<file path="src/rtl/reg_bus_arbiter_pkg.sv">
// reg_bus_arbiter_pkg: shared state encoding, owner codes and burst counter width
package reg_bus_arbiter_pkg;
  typedef enum logic [1:0] {IDLE, ACCESS, RWAIT, DONE} state_e;
  localparam logic OWNER_FW  = 1'b0;
  localparam logic OWNER_ETH = 1'b1;
  localparam int   BURST_W   = 8;
endpackage

</file>
<file path="src/rtl/reg_bus_arbiter.sv">
// reg_bus_arbiter: serialises FireWire and Ethernet host quadlet accesses onto the register-file bus,
// round-robin with an optional bounded lock for short bursts
module reg_bus_arbiter
  import reg_bus_arbiter_pkg::*;
#(
  parameter int RD_LATENCY = 1,
  parameter int MAX_BURST  = 16
) (
  input  logic        sysclk,
  input  logic        reset_n,
  input  logic        fw_req,
  input  logic        fw_wr,
  input  logic        fw_lock,
  input  logic [15:0] fw_addr,
  input  logic [31:0] fw_wdata,
  output logic        fw_ack,
  output logic [31:0] fw_rdata,
  input  logic        eth_req,
  input  logic        eth_wr,
  input  logic        eth_lock,
  input  logic [15:0] eth_addr,
  input  logic [31:0] eth_wdata,
  output logic        eth_ack,
  output logic [31:0] eth_rdata,
  output logic [15:0] reg_raddr,
  output logic [15:0] reg_waddr,
  output logic [31:0] reg_wdata,
  output logic        reg_wen,
  input  logic [31:0] reg_rdata,
  output logic        owner,
  output logic        busy
);
  localparam logic [BURST_W-1:0] BURST_MAX = BURST_W'(MAX_BURST);
  localparam logic [2:0]         CNT_LAST  = 3'(RD_LATENCY - 1);
  state_e             state_q, state_d;
  logic               owner_q, owner_d, lock_q, lock_d, wr_q, wr_d, gnt;
  logic [BURST_W-1:0] burst_q, burst_d;
  logic [2:0]         cnt_q, cnt_d;
  logic [15:0]        addr_q, addr_d;
  logic [31:0]        wdata_q, wdata_d, fw_rdata_q, fw_rdata_d, eth_rdata_q, eth_rdata_d;
  // lock_q is the last owner's lock as seen at its DONE, so it only ever favours that owner
  function automatic logic grant(input logic fw, input logic eth, input logic own,
                                 input logic lk, input logic [BURST_W-1:0] cnt);
    return (fw && eth) ? ((lk && cnt < BURST_MAX) ? own : ~own) : eth;
  endfunction
  always_ff @(posedge sysclk or negedge reset_n) begin
    if (!reset_n) begin
      state_q     <= IDLE;
      owner_q     <= OWNER_ETH;
      lock_q      <= 1'b0;
      wr_q        <= 1'b0;
      burst_q     <= '0;
      cnt_q       <= '0;
      addr_q      <= '0;
      wdata_q     <= '0;
      fw_rdata_q  <= '0;
      eth_rdata_q <= '0;
    end else begin
      state_q     <= state_d;
      owner_q     <= owner_d;
      lock_q      <= lock_d;
      wr_q        <= wr_d;
      burst_q     <= burst_d;
      cnt_q       <= cnt_d;
      addr_q      <= addr_d;
      wdata_q     <= wdata_d;
      fw_rdata_q  <= fw_rdata_d;
      eth_rdata_q <= eth_rdata_d;
    end
  end
  always_comb begin
    state_d     = state_q;
    owner_d     = owner_q;
    lock_d      = lock_q;
    wr_d        = wr_q;
    burst_d     = burst_q;
    cnt_d       = cnt_q;
    addr_d      = addr_q;
    wdata_d     = wdata_q;
    fw_rdata_d  = fw_rdata_q;
    eth_rdata_d = eth_rdata_q;
    gnt         = grant(fw_req, eth_req, owner_q, lock_q, burst_q);
    case (state_q)
      IDLE: if (fw_req || eth_req) begin
        state_d = ACCESS;
        owner_d = gnt;
        wr_d    = gnt ? eth_wr : fw_wr;
        addr_d  = gnt ? eth_addr : fw_addr;
        wdata_d = gnt ? eth_wdata : fw_wdata;
        burst_d = (gnt == owner_q && lock_q) ? ((burst_q < BURST_MAX) ? burst_q + BURST_W'(1) : burst_q) : '0;
      end
      ACCESS: begin
        state_d = wr_q ? DONE : RWAIT;
        cnt_d   = '0;
      end
      RWAIT: if (cnt_q == CNT_LAST) begin
        state_d     = DONE;
        fw_rdata_d  = owner_q ? fw_rdata_q : reg_rdata;
        eth_rdata_d = owner_q ? reg_rdata : eth_rdata_q;
      end else begin
        cnt_d = cnt_q + 3'd1;
      end
      DONE: begin
        state_d = IDLE;
        lock_d  = owner_q ? eth_lock : fw_lock;
        burst_d = (owner_q ? eth_lock : fw_lock) ? burst_q : '0;
      end
      default: state_d = IDLE;
    endcase
  end
  assign reg_raddr = addr_q;
  assign reg_waddr = addr_q;
  assign reg_wdata = wdata_q;
  assign reg_wen   = (state_q == ACCESS) && wr_q;
  assign fw_ack    = (state_q == DONE) && (owner_q == OWNER_FW);
  assign eth_ack   = (state_q == DONE) && (owner_q == OWNER_ETH);
  assign fw_rdata  = fw_rdata_q;
  assign eth_rdata = eth_rdata_q;
  assign owner     = owner_q;
  assign busy      = state_q != IDLE;
endmodule

</file>
<file path="config.mk">
export PLATFORM = sky130hd
export DESIGN_NAME = reg_bus_arbiter
export DESIGN_NICKNAME = d
export VERILOG_FILES = /design/src/rtl/reg_bus_arbiter_pkg.sv /design/src/rtl/reg_bus_arbiter.sv
export SDC_FILE = /design/constraint.sdc
export NUM_CORES = 1
export LEC_CHECK = 0
export BUFFER_PORTS_ARGS = -buffer_cell sky130_fd_sc_hd__buf_2
export CELL_PAD_IN_SITES_DETAIL_PLACEMENT = 0
export CELL_PAD_IN_SITES_GLOBAL_PLACEMENT = 2
export CORE_ASPECT_RATIO = 0.8
export CORE_MARGIN = 2
export CORE_UTILIZATION = 28
export DETAILED_ROUTE_END_ITERATION = 16
export PLACE_DENSITY_LB_ADDON = 0.15
export SLEW_MARGIN = 20
export SYNTH_ARGS = -nofsm -noshare
export SYNTH_HDL_FRONTEND = slang
export SYNTH_SLANG_ARGS = --single-unit
</file>
<file path="constraint.sdc">
create_clock -name sysclk -period 2.1 [get_ports sysclk]
set_clock_uncertainty 0.05 [all_clocks]
set_input_delay 0.21 -clock sysclk [delete_from_list [all_inputs] [get_ports sysclk]]
set_output_delay 0.21 -clock sysclk [all_outputs]
set_load 0.02 [all_outputs]
</file>
==> flow_metrics.tcl <==
set metrics [dict create \
    worst_skew_pair.late_latency_ns 0.41 \
    holdPathStages 3 \
    use_met3_pct 3.80 \
    die_area_mm2 0.0220 \
    power_per_cell_area_mw_per_mm2 1570 \
    ys_seq_elements 128 \
    gp_congestion 0.784 \
    drc 0 \
    ctsHtreeMaxLevel 4 \
    global_route.overflow_total 0 \
    avgSynthCellArea_um2 11.1 \
    rsz0062_at_grt "false" \
    reg2reg_depth 4 \
    die_w_um 165 \
    io_pins 269 \
    cap_violations 0 \
    outcome "finished, final reports clean" \
    whs_endpoint "reg_raddr[8]" \
    grt_pass1_vias 5577 \
    drtAntennaViolNets 0 \
    p_leak_nw 4.07 \
    fin_util_pct 42.9 \
    slowest_stage "dfstp_2" \
    drt_iter0_markers 311 \
    root_buffer "clkbuf_16" \
    hold_path.startpoint "fw_addr[8]" \
    reg2reg_slack_ns 0.15 \
    track_usage_pct 17.4 \
    cts_tree "yes" \
    whs_ns 0.0180 \
    wl_um 19300 \
    fin_ws_ns 0.152 \
    multi_input_area_mm2 0.00232 \
    cts.sinks 128 \
    start_util_pct 28.3 \
    post-route-min-period_ns 1.95 \
    vias 5351 \
    slew_violations 0 \
    drtPass1Iterations 5 \
    yosys.cell_count.top_type "dfrtp_1" \
    timing.rr.start "owner" \
    ir_drop_mv 0.631 \
    cts.clk_slew.worst_paths_ns 0.06 \
    crit_path_max_incr_delay_ns 0.65 \
    register_area_mm2 0.00320 \
    grt_pass1_wl_um 29500 \
    grt_max_degree 51 \
    via_per_inst 4.73 \
    syn_area_mm2 0.00583 \
    portBuffers 268 \
    numCtsBuffers 17 \
    clockBufferDepth 2 \
    diodes 0 \
    fillers 2028 \
    dp_slack_ns 0.0673 \
    synth-edff-count 0 \
    drive_gt1_share_pct 45.4 \
    period_share_pct 92.8 \
    synth.net_count 668 \
    layout.nets 993 \
    yosysWarnings 0 \
    rows 47 \
    wl_per_cell_um 17.0 \
    cts_setup_buffers 0 \
    synth_common_cells "dfrtp_1 (127), mux2_2 (64), nor2_1 (55)" \
    final.setup.tns_ns 0 \
    crit_type "flip-flop to flip-flop" \
    worstPathRequired_ns 2.35 \
    die_h_um 133 \
    worstMarginPinSlew_ns 0.637 \
    async_flop_share_pct 100 \
    syn_inst 525 \
    finalSetupViolCount 0 \
    ys_types 41 \
    gr-usage-met2_pct 29.9 \
    path_cells "mux2_4, a211o_1, or2_4, and2_1" \
    yosys.area.top_type_share_pct 54.5 \
    fmax_mhz 513 \
    fin_area_mm2 0.00883 \
    synth_top_area_cell "dfrtp_1" \
    syn_to_final_growth_pct 51.4 \
    place_area_mm2 0.00742 \
    synth_top_flop_cell "dfrtp_1" \
    critPathLaunchType "flip-flop" \
    reg2reg_to "burst_q[5]" \
    ys_seq_area_share_pct 54.9 \
    setup.worst_path.end_class "flip-flop" \
    design.core.area_mm2 0.0206 \
    busiest_layer "met2" \
    hp-class "primary input to flip-flop" \
    arrival_ns 2.20 \
    gr-usage-met1_pct 21.7 \
    synth_area_leaders "dfrtp_1 (54%), mux2_2 (12%), a31oi_1 (5.3%), a21oi_1 (4.4%), o21ai_0 (3.7%)" \
    hpwlAfterDp_um 13300 \
    antenna_found_initial 0 \
    hold_violations 0 \
    cp_max_fo 10 \
    max_slew_margin_pct 57.5 \
]
==> worst max-delay path by stage <==
stage,startpoint,endpoint,slack [ns]
2_1_floorplan,owner,burst_q[4],0.15
3_3_place_gp,burst_q[4],reg_wdata[9],0.13
3_5_place_dp,burst_q[4],reg_raddr[10],0.07
4_1_cts,burst_q[4],reg_raddr[10],0.06
5_1_grt,burst_q[4],reg_wdata[12],0.03
6_report,owner,burst_q[5],0.15
==> flip-flops by register name, indices dropped and copies added (netlist names) <==
signal	cells
wr_q	1
owner	1
eth_rdata	32
burst_q	8
reg_raddr	16
cnt_q	3
fw_rdata	32
reg_wdata	32
state_q	2
lock_q	1
==> cell usage in the layout (no fill, tap or decap), types with 2 or more instances in the layout <==
cell	n
buf_12	7
bufinv_16	2
clkbuf_16	17
a21oi_1	51
dlygate4sd3_1	79
o21ai_1	11
nor2b_1	2
inv_1	9
a32o_1	2
mux2_2	64
a31oi_1	49
clkinv_4	3
nand2_1	5
and2_1	6
ha_1	7
buf_4	8
dfrtp_1	127
buf_6	2
nand2b_1	3
nor2_1	53
inv_6	4
clkinvlp_4	4
nor2_4	2
o21ai_0	42
o22ai_1	2
nand3_1	3
buf_2	267
o22a_1	2
a311oi_1	2
nand3b_1	3
==> critical path, delay by kind of cell, from the launching register on <==
| kind | cells | cell delay [ns] |
|---|---|---|
| simple gates | 2 | 0.45 |
| flops | 1 | 0.65 |
| mux | 1 | 0.33 |
| compound gates | 1 | 0.36 |
==> report_power, final <==
part           switching [mW]  internal [mW]
registers               0.651           3.66
logic                    4.02           2.62
clock network            1.18           1.76
==> per-stage QoR <==
step / total power [mW] / cells
after floorplan: 8.65 / 525
after global placement: 10.8 / 1021
after detailed placement: 10.9 / 1021
after CTS: 14.0 / 1132
after global routing: 14.8 / 1132
final: 13.9 / 1132
==> area by class of cell <==
type | count | area share [%]
Multi-Input combinational cell | 331 | 26.3
Sequential cell | 128 | 36.3
Inverter | 9 | 0.383
Clock buffer | 18 | 4.86
Timing Repair Buffer | 363 | 26.6
Tap cell | 269 | 3.81
Clock inverter | 14 | 1.77
==> layer usage <==
| layer | vias to the layer above | wire length, µm |
|---|---|---|
| li1 | 2528 | - |
| met1 | 2620 | 8280 |
| met2 | 183 | 9520 |
| met3 | 20 | 1110 |
| met4 | 0 | 364 |
| met5 | - | 0 |
==> what timing repair did <==
item	in CTS	in global routing
hold buffers	79	0
resized for setup	0	4
endpoints found under the setup margin	0	57
hold endpoints to repair	154	0
==> kinds of logic after synthesis <==
kind of cell	after synthesis	share of synthesized area (%)
AND/OR/NAND/NOR	87	7.34
AO/OA/AOI/OAI	169	16.5
flip-flops	128	54.9
multiplexers	68	13.2
buffers and inverters	66	6.50
adder cells (fa/ha/maj)	7	1.50
No activity file was read; power rests on OpenSTA's default activity.
